--- src/rtl/alu_pkg.sv ---
// Shared opcode encoding and helpers for the parametrised pipelined ALU.
package alu_pkg;

  localparam int OP_W = 4;

  typedef enum logic [OP_W-1:0] {
    OP_ADD  = 4'd0,
    OP_SUB  = 4'd1,
    OP_AND  = 4'd2,
    OP_OR   = 4'd3,
    OP_XOR  = 4'd4,
    OP_NOT  = 4'd5,
    OP_SHL  = 4'd6,
    OP_SHR  = 4'd7,
    OP_SRA  = 4'd8,
    OP_CMP  = 4'd9,
    OP_MINU = 4'd10,
    OP_MAXU = 4'd11
  } op_e;

  // Every encoding from here to the top of the opcode space is reported as illegal.
  localparam logic [OP_W-1:0] OP_ILLEGAL_MIN = 4'd12;

  function automatic logic op_is_illegal(input logic [OP_W-1:0] op);
    return op >= OP_ILLEGAL_MIN;
  endfunction

endpackage

--- src/rtl/alu_exec.sv ---
// Combinational execute stage: computes result and Z/C/V/N/err for one beat.
module alu_exec
  import alu_pkg::*;
#(
  parameter int WIDTH = 16
) (
  input  logic [WIDTH-1:0] a,
  input  logic [WIDTH-1:0] b,
  input  logic [OP_W-1:0]  op,
  output logic [WIDTH-1:0] result,
  output logic             z,
  output logic             c,
  output logic             v,
  output logic             n,
  output logic             err
);

  localparam int SW = $clog2(WIDTH);

  logic [SW-1:0] amt;
  logic [WIDTH:0] sum;
  logic [WIDTH:0] diff;
  logic [WIDTH:0] shl_ext;
  logic [WIDTH:0] shr_ext;
  logic [WIDTH:0] sra_ext;

  // Shifts run on a one-bit-wider vector so the last bit shifted out lands in a fixed slot.
  always_comb begin
    amt     = b[SW-1:0];
    sum     = {1'b0, a} + {1'b0, b};
    diff    = {1'b0, a} - {1'b0, b};
    shl_ext = {1'b0, a} << amt;
    shr_ext = {a, 1'b0} >> amt;
    sra_ext = $signed({a, 1'b0}) >>> amt;

    result = '0;
    c      = 1'b0;
    v      = 1'b0;
    err    = op_is_illegal(op);

    case (op)
      OP_ADD: begin
        result = sum[WIDTH-1:0];
        c      = sum[WIDTH];
        v      = (a[WIDTH-1] == b[WIDTH-1]) && (sum[WIDTH-1] != a[WIDTH-1]);
      end
      OP_SUB: begin
        result = diff[WIDTH-1:0];
        c      = diff[WIDTH];
        v      = (a[WIDTH-1] != b[WIDTH-1]) && (diff[WIDTH-1] != a[WIDTH-1]);
      end
      OP_AND:  result = a & b;
      OP_OR:   result = a | b;
      OP_XOR:  result = a ^ b;
      OP_NOT:  result = ~a;
      OP_SHL: begin
        result = shl_ext[WIDTH-1:0];
        c      = shl_ext[WIDTH];
      end
      OP_SHR: begin
        result = shr_ext[WIDTH:1];
        c      = shr_ext[0];
      end
      OP_SRA: begin
        result = sra_ext[WIDTH:1];
        c      = sra_ext[0];
      end
      OP_CMP: begin
        if (a == b) begin
          result = WIDTH'(1);
        end else if (a > b) begin
          result = WIDTH'(2);
        end
      end
      OP_MINU: result = (a < b) ? a : b;
      OP_MAXU: result = (a > b) ? a : b;
      default: ;
    endcase

    z = !err && (result == '0);
    n = result[WIDTH-1];
  end

endmodule

--- src/rtl/pipelined_alu_param.sv ---
// Three-stage valid/ready ALU pipeline: operand register, execute register, output register.
module pipelined_alu_param
  import alu_pkg::*;
#(
  parameter int WIDTH = 16,
  parameter int TAG_W = 4
) (
  input  logic             clk,
  input  logic             rst_n,
  input  logic             in_valid,
  output logic             in_ready,
  input  logic [WIDTH-1:0] in_a,
  input  logic [WIDTH-1:0] in_b,
  input  logic [OP_W-1:0]  in_op,
  input  logic [TAG_W-1:0] in_tag,
  output logic             out_valid,
  input  logic             out_ready,
  output logic [WIDTH-1:0] out_result,
  output logic             out_z,
  output logic             out_c,
  output logic             out_v,
  output logic             out_n,
  output logic             out_err,
  output logic [TAG_W-1:0] out_tag
);

  logic             rdy1, rdy2, rdy3;

  logic             vld1_q, vld1_d;
  logic [WIDTH-1:0] a1_q, a1_d, b1_q, b1_d;
  logic [OP_W-1:0]  op1_q, op1_d;
  logic [TAG_W-1:0] tag1_q, tag1_d;

  logic [WIDTH-1:0] ex_result;
  logic             ex_z, ex_c, ex_v, ex_n, ex_err;

  logic             vld2_q, vld2_d;
  logic [WIDTH-1:0] res2_q, res2_d;
  logic [3:0]       flg2_q, flg2_d;
  logic             err2_q, err2_d;
  logic [TAG_W-1:0] tag2_q, tag2_d;

  logic             vld3_q, vld3_d;
  logic [WIDTH-1:0] res3_q, res3_d;
  logic [3:0]       flg3_q, flg3_d;
  logic             err3_q, err3_d;
  logic [TAG_W-1:0] tag3_q, tag3_d;

  alu_exec #(.WIDTH(WIDTH)) u_exec (
    .a      (a1_q),
    .b      (b1_q),
    .op     (op1_q),
    .result (ex_result),
    .z      (ex_z),
    .c      (ex_c),
    .v      (ex_v),
    .n      (ex_n),
    .err    (ex_err)
  );

  // A stage can take a new beat if it is empty or the stage after it is moving.
  always_comb begin
    rdy3     = !vld3_q || out_ready;
    rdy2     = !vld2_q || rdy3;
    rdy1     = !vld1_q || rdy2;
    in_ready = rdy1;
  end

  always_comb begin
    vld1_d = vld1_q;
    a1_d   = a1_q;
    b1_d   = b1_q;
    op1_d  = op1_q;
    tag1_d = tag1_q;
    vld2_d = vld2_q;
    res2_d = res2_q;
    flg2_d = flg2_q;
    err2_d = err2_q;
    tag2_d = tag2_q;
    vld3_d = vld3_q;
    res3_d = res3_q;
    flg3_d = flg3_q;
    err3_d = err3_q;
    tag3_d = tag3_q;

    if (rdy1) begin
      vld1_d = in_valid;
      if (in_valid) begin
        a1_d   = in_a;
        b1_d   = in_b;
        op1_d  = in_op;
        tag1_d = in_tag;
      end
    end

    if (rdy2) begin
      vld2_d = vld1_q;
      if (vld1_q) begin
        res2_d = ex_result;
        flg2_d = {ex_z, ex_c, ex_v, ex_n};
        err2_d = ex_err;
        tag2_d = tag1_q;
      end
    end

    // Payload only changes when a real beat arrives, so the outputs stay put across bubbles.
    if (rdy3) begin
      vld3_d = vld2_q;
      if (vld2_q) begin
        res3_d = res2_q;
        flg3_d = flg2_q;
        err3_d = err2_q;
        tag3_d = tag2_q;
      end
    end
  end

  always_ff @(posedge clk or negedge rst_n) begin
    if (!rst_n) begin
      vld1_q <= 1'b0;
      a1_q   <= '0;
      b1_q   <= '0;
      op1_q  <= '0;
      tag1_q <= '0;
      vld2_q <= 1'b0;
      res2_q <= '0;
      flg2_q <= '0;
      err2_q <= 1'b0;
      tag2_q <= '0;
      vld3_q <= 1'b0;
      res3_q <= '0;
      flg3_q <= '0;
      err3_q <= 1'b0;
      tag3_q <= '0;
    end else begin
      vld1_q <= vld1_d;
      a1_q   <= a1_d;
      b1_q   <= b1_d;
      op1_q  <= op1_d;
      tag1_q <= tag1_d;
      vld2_q <= vld2_d;
      res2_q <= res2_d;
      flg2_q <= flg2_d;
      err2_q <= err2_d;
      tag2_q <= tag2_d;
      vld3_q <= vld3_d;
      res3_q <= res3_d;
      flg3_q <= flg3_d;
      err3_q <= err3_d;
      tag3_q <= tag3_d;
    end
  end

  assign out_valid  = vld3_q;
  assign out_result = res3_q;
  assign out_z      = flg3_q[3];
  assign out_c      = flg3_q[2];
  assign out_v      = flg3_q[1];
  assign out_n      = flg3_q[0];
  assign out_err    = err3_q;
  assign out_tag    = tag3_q;

endmodule

--- config.mk ---
export PLATFORM = sky130hd
export DESIGN_NAME = pipelined_alu_param
export DESIGN_NICKNAME = d
export VERILOG_FILES = /design/src/rtl/alu_pkg.sv /design/src/rtl/alu_exec.sv /design/src/rtl/pipelined_alu_param.sv
export SDC_FILE = /design/constraint.sdc
export NUM_CORES = 1
export LEC_CHECK = 0
export CORE_UTILIZATION = 35
export DETAILED_ROUTE_END_ITERATION = 8
export PLACE_DENSITY = 0.58
export SLEW_MARGIN = 20
export SYNTH_ARGS = -nofsm -noshare
export SYNTH_HDL_FRONTEND = slang
export SYNTH_SLANG_ARGS = --single-unit
--- constraint.sdc ---
create_clock -name clk -period 4 [get_ports clk]
set_input_delay 0.6 -clock clk [delete_from_list [all_inputs] [get_ports clk]]
set_output_delay 0.6 -clock clk [all_outputs]
set_load 0.01 [all_outputs]
# After elaboration in Yosys (flattened, before gate mapping)
# Cells that the tools add are included.
# word_totals
register_bits	93
latch_bits	0
ramBits	0
romBits	0
out_inout_bits	27
memories	0
# classes
add_sub_neg	2
multipliers	0
n_div	0
magnitude_cmp	3
n_eq_ne	16
shifts	3
mux	7
bitwise	4
n_reduce_logical	15
# ops
cell	count
case mux 16 bit (12 select lines)	1
2-to-1 mux 16 bit	3
adder 16 x 16 -> 17 bit	1
left shift 16 x 4 -> 17 bit	1
right shift 17 x 4 -> 17 bit	1
>>> shifter 17 x 4 -> 17 bit	1
subtractor 16 x 16 -> 17 bit	1
bitwise AND 16 bit	1
equality test 16 bit	1
equality test 4 x 3 -> 1 bit (second input constant)	4
equality test 4 bit (second input constant)	4
> comparator 16 bit	1
zero test 16 bit	1
< comparator 16 bit	1
inverter 16 bit	1
OR 16 bit	1
bitwise XOR 16 bit	1
equality test 4 x 2 -> 1 bit (second input constant)	2
AND reduction 2 bit	3
case mux 1 bit (5 select lines)	1
equality test 4 x 1 -> 1 bit (second input constant)	1
>= comparator 4 bit (second input constant)	1
zero test 1 bit	4
zero test 4 bit	1
other kinds (6)	12

# Longest topological paths before layout
# Gate-level depths: netlist of the first run.
# depth
word_depth	6
depth_mapped	15
depth_no_buf	13

# Modules after synthesis
# Synthesis of the first run repeated with hierarchy kept, for this count alone.
# unflattened
hier_cells	916
hier_area_um2	8640.8
# by_module_without_submodules
mod	instances	cells_each	area_per_inst_um2
alu_exec	1	716	5151.2
pipelined_alu_param	1	200	3489.6

# Worst setup path after synthesis of the first run
# No wires, ideal clock.
# synth_timing
path_type	flip-flop to flip-flop
startpoint	register b1_q[2]
endpoint	register flg2_q[3]
setup_time_ns	0.076
arrival_ns	3.801
setup_slack_ns	0.122
stages_incl_launch_ff	15
path_buffers	4
path_cell_list	dfrtp_1 > clkbuf_1 > inv_1 > clkbuf_1 > buf_1 > ha_1 > clkbuf_1 > or4_4 > a21boi_4 > nor4_2 > or3_4 > a221o_1 > nor4_2 > nand4_1 > o21ai_1
# synth_via
elab_chain_len	6
word_cells_on_any_way	18
classes_between	add/sub (2); order compare (2); eq/ne (1); shift (3); mux (5); bitwise (3); reduce/logical (2)
# synth_lines
item	line_no	source
from (decl)	pipelined_alu_param.sv:30	logic [WIDTH-1:0] a1_q, a1_d, b1_q, b1_d;
from (signal assigned)	pipelined_alu_param.sv:122	b1_q <= '0;
from (signal assigned)	pipelined_alu_param.sv:138	b1_q <= b1_d;
> comparator 16 bit	alu_exec.sv:71, alu_exec.sv:76	
2-to-1 mux 2 bit	alu_exec.sv:71	end else if (a > b) begin
2-to-1 mux 16 bit	alu_exec.sv:69	if (a == b) begin
case mux 16 bit (12 select lines) (*)	alu_exec.sv:41	case (op)
zero test 16 bit (*)	alu_exec.sv:80	z = !err && (result == '0);
logical AND 1 bit (*)	alu_exec.sv:80	
to (signal assigned)	pipelined_alu_param.sv:143	flg2_q <= flg2_d;
to (decl)	pipelined_alu_param.sv:39	logic [3:0] flg2_q, flg2_d;
# Mark *: on every way between the ends. The rest lies on a longest branch, timed or not.
# A chain may end at the register's enable or synchronous reset.

# Worst setup path after layout of the first run
# layout_timing
startpoint	register b1_q[0]
endpoint	register flg2_q[3]
# Same word-level chain as after synthesis.

==> results.md, run 1 <==
* Mapped Cells at a little over 1000
* Max FO, Critical Path at 43
* Mapped Area at 0.00887 mm²
* Die outline width at 161 µm
* Avg Inst Size Synth at 8.70 µm²
* Die area at 0.0260 mm²
* Postcts setup bufs at 0
* CTS tree: yes
* Status: finished clean
* Unrepaired setup endpoints after global routing: no
* Clk sink count at approximately 90
* Largest net degree at the start of global routing at 58
* Critical Path Source Type: flop
* Iteration-0 DRC Markers at 1060
* Final TNS setup at 0 ns
* CP Capture Type: flop
* Syn Nets at 1114
* Ys flop type: dfrtp_1
* Initial antenna violation count at 1
* DP Wirelength at 28400 µm
* Top delay family on crit path: compound AO/OA/AOI/OAI gates
* Area leader, netlist: dfrtp_1
* Avg WL per Cell at 25.5 µm
* Largest family of logic cells by synthesized area: compound AO/OA/AOI/OAI gates
* Worst path cell trace: buf_12 -> mux2_2 -> mux2i_1 -> a2111oi_0 -> buf_4 -> a2111oi_0 -> nand4_1 -> nor4b_1 -> nand4_1 -> o21ai_1
* R2R Path Start: b1_q[0]
* Slowest stage cell, crit path: a2111oi_0
* Comb power frac at about three fifths
* Worst r2r dst: flg2_q[3]
* Initial Util at 36.0%
* Required @ worst endpoint at 4.30 ns
* Count of final setup violators at 0
* TritonCTS Buffers at 9
* Sw Pwr at roughly 2.4 mW
* Top cell type's share of synthesized area at 25.7%
* Util after Layout at 43.7%
* Worst setup startpoint: b1_q[0]
* Final min period at roughly 3.8 ns
* Critical path's largest stage delay at 0.73 ns
* Area growth syn-to-layout at 21.3%
* DR DRC count at 0
* Peak supply drop at 190 µV
* Fmax at 262 MHz
* Hold Vio Cnt, Final at 0
* # IOs at a little over 70
* IO Port Bufs at 70
* Post-synthesis sequential area ratio at 25.7%
* Part of the power in registers at 25.0%
* Final Net Count at 1213
* EDFF count, synth at 0
* Netlist cell types at 90
* Critical path depth at 10
* Cell internal pwr at 2.96 mW
* CP arrival at 4.12 ns
* Layout cell share with drive strength beyond 1 at 23.6%
* Kind of critical path: reg -> reg
* Global route total overflow at 0
* Max H-tree Level at 3
* Switching share of total power at 44.8%
* Clock slew at reported path FFs at 0.08 ns
* CTS Root Buffer Type: clkbuf_16
* R2R setup slack at 0.18 ns
* Warning count from the yosys run at 0
* First-pass GRT wire length at between 50000 and 60000 µm
* Fin crit share at 95.6%
* Mux contribution to synthesized area at 18.9%
* Post-CTS Hold Buffers at 0
* Worst-Margin Slew at 1.10 ns
* Vias at roughly 9000
* Tot GR Track Use at 28.6%
* Crit path to: flg2_q[3]
* P per Cell Area at 499 mW/mm²
* Compound-gate portion of the synthesized area at 21.8%
* Chip Height at around 160 µm
* Power share of the clock group at 16.8%
* Core ar. at ~0.025 mm²
* Drt pass-1 iters at 8
* Adder-cell share of the synthesized area at under 10%
* Post-synth ARST share at 100%
* Leakage at 4.50 nW
* Max-slew violations at 0
* Antenna Nets Post-Route at 0
* Worst min-delay path class: in -> async
* Rel. slew slack at 25.8%
* Clock buffer depth at 2
* Worst r2r path cells at 10
* Via density at 6.22
* Max-Cap Viols at 0
* Synth area leaders: dfrtp_1 26%, mux2_2 10%, ha_1 6.9%
* Standard-cell row count at 57
* Antenna cells at 0
* Post-Synth Simple-Gate Area at 19.1%
* Clk_lat worst skew at 0.36 ns
* Worst Path Buf+Inv at 2
* Synthesized flop and latch total at 91
* DRT Wirelength at 36900 µm
* Max Clock Skew at 0.0124 ns
* Post-synthesis xor/xnor area fraction at 0.790%
* Gpl congestion at 1.00
* Synth top cells by count: 91 x dfrtp_1, 91 x nand2_1, 82 x mux2_2, 72 x nor2_1, 64 x clkbuf_1
* Vias in the first global route at 8739
how the worst min path moves through the flow:
stage	from	to	slack, ns	cells past startpoint
5_1_grt	rst_n	a1_q[5]	0.38	1
3_5_place_dp	tag1_q[3]	tag2_q[3]	0.45	2
4_1_cts	rst_n	a1_q[5]	0.34	1
6_report	rst_n	a1_q[5]	0.31	1
3_3_place_gp	tag1_q[2]	tag2_q[2]	0.45	2
2_1_floorplan	rst_n	a1_q[0]	0.30	0
state kept, by name, indices dropped and copies added, names as in the netlist:
| signal | cells |
|---|---|
| tag1_q | 4 |
| vld2_q | 1 |
| b1_q | 16 |
| vld1_q | 1 |
| out_valid | 1 |
| a1_q | 16 |
| out_tag | 4 |
| err2_q | 1 |
| out_result | 15 |
| flg3_q | 4 |
| res2_q | 15 |
| out_err | 1 |
| op1_q | 4 |
| tag2_q | 4 |
| flg2_q | 4 |
metal layers:
metal,wire length [µm],vias up,GRT usage (%)
met4,1250,2,9.82
met1,16600,4405,41.1
met2,16000,487,43.0
met5,13,-,0
li1,-,4027,-
met3,3070,75,4.93
power groups by stage:
stage / sequential (mW) / clock, mW / combinational (mW)
6_report: 1.35 / 0.900 / 3.13
5_1_grt: 1.38 / 0.958 / 3.31
4_1_cts: 1.35 / 0.921 / 3.05
3_5_place_dp: 1.36 / 0 / 3.03
3_3_place_gp: 1.35 / 0 / 3.05
2_1_floorplan: 1.36 / 0 / 1.78
cell usage in the layout (no fill, tap or decap), types with 6 or more instances in the layout:
cell type,netlist,layout
nor3_1,27,27
clkdlybuf4s50_1,0,69
or2_2,9,9
o221ai_1,11,11
a21oi_1,36,36
nand2_1,91,90
a22oi_1,7,7
o22ai_1,23,23
o21ai_0,38,38
a31oi_1,13,13
nor2b_1,14,14
nand4_1,9,9
nand3b_1,6,6
nand2b_1,16,16
xnor2_1,6,6
mux2i_1,37,37
nand3_1,24,24
mux4_2,17,17
a221oi_1,8,8
o31ai_1,7,7
buf_4,2,110
o211ai_1,8,8
ha_1,49,49
o2111ai_1,7,7
dfrtp_1,91,90
nor4_1,12,11
clkbuf_16,0,9
a211oi_1,23,23
a2111oi_0,12,10
inv_1,47,47
mux2_2,82,82
nor2_1,72,72
a21o_1,6,6
cells by family after synthesis:
group                      Yosys count
and+or+nand+nor                    327
AOI/OAI and AO/OA                  266
buffers and inverters              140
muxes                              136
DFF                                 91
adders and majority gates           51
xor gates and xnor gates             8
what timing repair did:
action                                 CTS  global route
endpoints found under the hold margin    0             0
gates resized for setup                  0             2
setup endpoints to repair                0             1
per-stage QoR:
stage	cells	hold slack [ns]	worst slack [ns]	power [mW]	cell area, µm²
3_5_place_dp	1431	0.455	0.0401	4.40	10400
3_3_place_gp	1431	0.446	0.00228	4.41	10400
2_1_floorplan	1019	0.304	0.122	3.13	8870
6_report	1447	0.306	0.176	5.37	10800
4_1_cts	1447	0.337	0.0374	5.32	10700
5_1_grt	1447	0.381	0.00738	5.64	10800
worst reg2reg max path, stage by stage (launching register included):
cell and delay [ns]:
dfrtp_2 0.51, buf_12 0.30, mux2_2 0.46, mux2i_1 0.28, a2111oi_0 0.18, buf_4 0.17
a2111oi_0 0.73, nand4_1 0.42, nor4b_1 0.42, nand4_1 0.16, o21ai_1 0.15
layout make-up:
| class | instances | area [µm²] |
|---|---|---|
| fill | 2475 | 13800 |
| multi-input combinational | 788 | 6050 |
| sequential | 91 | 2280 |
| timing repair buffer | 180 | 1540 |
| tap | 324 | 405 |
| clock buffer | 9 | 225 |
| inverter | 48 | 180 |
| clock inverter | 7 | 81.3 |
Power figures use the tool's default switching activity.
==> run 2: changes to the inputs <==
- CORE_UTILIZATION: 35 -> 55
- CTS_CLUSTER_SIZE: unset -> 25
- PLACE_DENSITY: 0.58 -> 0.83
==> results.md, run 2 (synthesized netlist as in run 1, its figures left out) <==
* Layout cell share with drive strength beyond 1 at 21.8% (was 23.6%)
* Clock buffer depth at 2 (unchanged)
* Final Power at 5.28 mW (was 5.37 mW)
* Final Net Count at 1189 (was 1213)
* Max Clock Skew at 0.0153 ns (was 0.0124 ns)
* Max H-tree Level at 3 (unchanged)
* Most frequent cells in the layout: 90 x nand2_1, 90 x dfrtp_1, 87 x buf_4 (was 110 x buf_4, 90 x nand2_1, 90 x dfrtp_1)
* CTS tree: yes (unchanged)
* Count of final setup violators at 0 (unchanged)
* Vias at 9351 (was 8996)
* Iteration-0 DRC Markers at 1448 (was 1060)
* TritonCTS Buffers at 9 (unchanged)
* R2R Path Start: b1_q[0] (unchanged)
* Biggest regs: a1_q: 16 flops, b1_q: 16 flops (unchanged)
* Required @ worst endpoint at 4.29 ns (was 4.30 ns)
* Max-Cap Viols at 0 (unchanged)
* Initial Util at 56.0% (was 36.0%)
* DRT Wirelength at 34400 µm (was 36900 µm)
* Hold Vio Cnt, Final at 0 (unchanged)
* Core ar. at 0.0158 mm² (was 0.0246 mm²)
* Rel. slew slack at 27.5% (was 25.8%)
* Avg WL per Cell at 26.2 µm (was 25.5 µm)
* Largest net degree at the start of global routing at 62 (was 58)
* Peak supply drop at 271 µV (was 190 µV)
* Worst r2r dst: flg2_q[3] (unchanged)
* # IOs at 71 (unchanged)
* IO Port Bufs at 70 (unchanged)
* Clock slew at reported path FFs at 0.08 ns (about the same)
* Util after Layout at 65.8% (was 43.7%)
* Tot GR Track Use at 42.2% (was 28.6%)
* Max FO, Critical Path at 19 (was 43)
* Cell internal pwr at 2.90 mW (was 2.96 mW)
* Fmax at 258 MHz (was 262 MHz)
* Area growth syn-to-layout at 17.5% (was 21.3%)
* Initial antenna violation count at 1 (unchanged)
* Status: finished clean (unchanged)
* Critical Path Source Type: flop (unchanged)
* Antenna Nets Post-Route at 0 (unchanged)
* Comb power frac at 56.7% (was 58.2%)
* Worst r2r path cells at 10 (unchanged)
* Worst min-delay path class: in -> async (unchanged)
* Power share of the clock group at 17.4% (was 16.8%)
* Gpl congestion at 1.08 (was 1.00)
* Unrepaired setup endpoints after global routing: no (unchanged)
* First-pass GRT wire length at 52000 µm (was 55800 µm)
* Clk sink count at 91 (unchanged)
* Die outline width at 129 µm (was 161 µm)
* Global route total overflow at 0 (unchanged)
* Final TNS setup at 0 ns (unchanged)
* Leakage at 4.38 nW (was 4.50 nW)
* Max-slew violations at 0 (unchanged)
* Die area at 0.0166 mm² (was 0.0260 mm²)
* DP Wirelength at 25500 µm (was 28400 µm)
* Switching share of total power at 45.1% (was 44.8%)
* CP Capture Type: flop (unchanged)
* Clk_lat worst skew at 0.37 ns (was 0.36 ns)
* R2R setup slack at 0.13 ns (was 0.18 ns)
* Vias in the first global route at 8947 (was 8739)
* DR DRC count at 0 (unchanged)
* Worst-Margin Slew at 1.06 ns (was 1.10 ns)
* Fin crit share at 96.7% (was 95.6%)
* Via density at 7.11 (was 6.22)
* CP arrival at 4.15 ns (was 4.12 ns)
* P per Cell Area at 507 mW/mm² (was 499 mW/mm²)
* Kind of critical path: reg -> reg (unchanged)
* Part of the power in registers at 25.9% (was 25.0%)
* Sw Pwr at 2.38 mW (was 2.41 mW)
* Standard-cell row count at 46 (was 57)
* Chip Height at 129 µm (was 161 µm)
* CTS Root Buffer Type: clkbuf_16 (unchanged)
* Drt pass-1 iters at 9 (was 8)
* Final min period at 3.87 ns (was 3.82 ns)
[run 2: how the worst max path moves through the flow]
stage	start	endpoint	slack [ns]
6_report	b1_q[0]	flg2_q[3]	0.13
5_1_grt	a1_q[1]	flg2_q[3]	0.01
4_1_cts	b1_q[8]	flg2_q[3]	0.19
3_5_place_dp	b1_q[8]	flg2_q[3]	0.21
3_3_place_gp	b1_q[8]	flg2_q[3]	0.23
2_1_floorplan	b1_q[2]	flg2_q[3]	0.12
[run 2: cell type report]
class | count | area, µm²
antenna | 1 | 2.50
fill | 1330 | 5410
timing repair buffer | 156 | 1340
clock inverter | 7 | 81.3
clock buffer | 9 | 225
sequential | 91 | 2280
multi-input combinational | 788 | 6040
inverter | 48 | 180
tap | 216 | 270
[run 2: what timing repair did]
action | CTS | global route
resized for setup | 0 | 2
setup buffers | 0 | 2
hold buffers | 0 | 0
endpoints found under the setup margin | 0 | 1
[run 2: worst max-delay path: stages (launching register included)]
cell	delay, ns
dfrtp_2	0.38
buf_4	0.28
mux2_2	0.43
mux2i_1	0.44
a2111oi_0	0.22
buf_4	0.18
a2111oi_0	0.89
nand4_1	0.26
nor4b_1	0.37
nand4_1	0.17
o21ai_1	0.15
[run 2: routing by layer]
metal / share of wire, % / vias up / GRT usage [%]
met1: 38 / 4443 / 54.9
met2: 42 / 739 / 62.2
met3: 14 / 198 / 13.8
met5: 0 / - / 0
met4: 6.6 / 0 / 22.6
li1: - / 3971 / -
[run 2: power groups by stage]
stage	clock network (mW)	logic [mW]	registers, mW
6_report	0.919	2.99	1.37
5_1_grt	0.949	3.14	1.39
3_3_place_gp	0	2.80	1.36
3_5_place_dp	0	2.84	1.38
2_1_floorplan	0	1.78	1.36
4_1_cts	0.915	2.86	1.36
[run 2: stage by stage]
stage               area (µm²)  setup WS, ns  instances  hold WS [ns]
floorplan                 8870         0.122       1019         0.304
global placement         10100         0.227       1297         0.438
detailed placement       10100         0.209       1297         0.446
CTS                      10400         0.187       1313         0.362
global route             10400        0.0145       1315         0.399
finish                   10400         0.131       1316         0.335
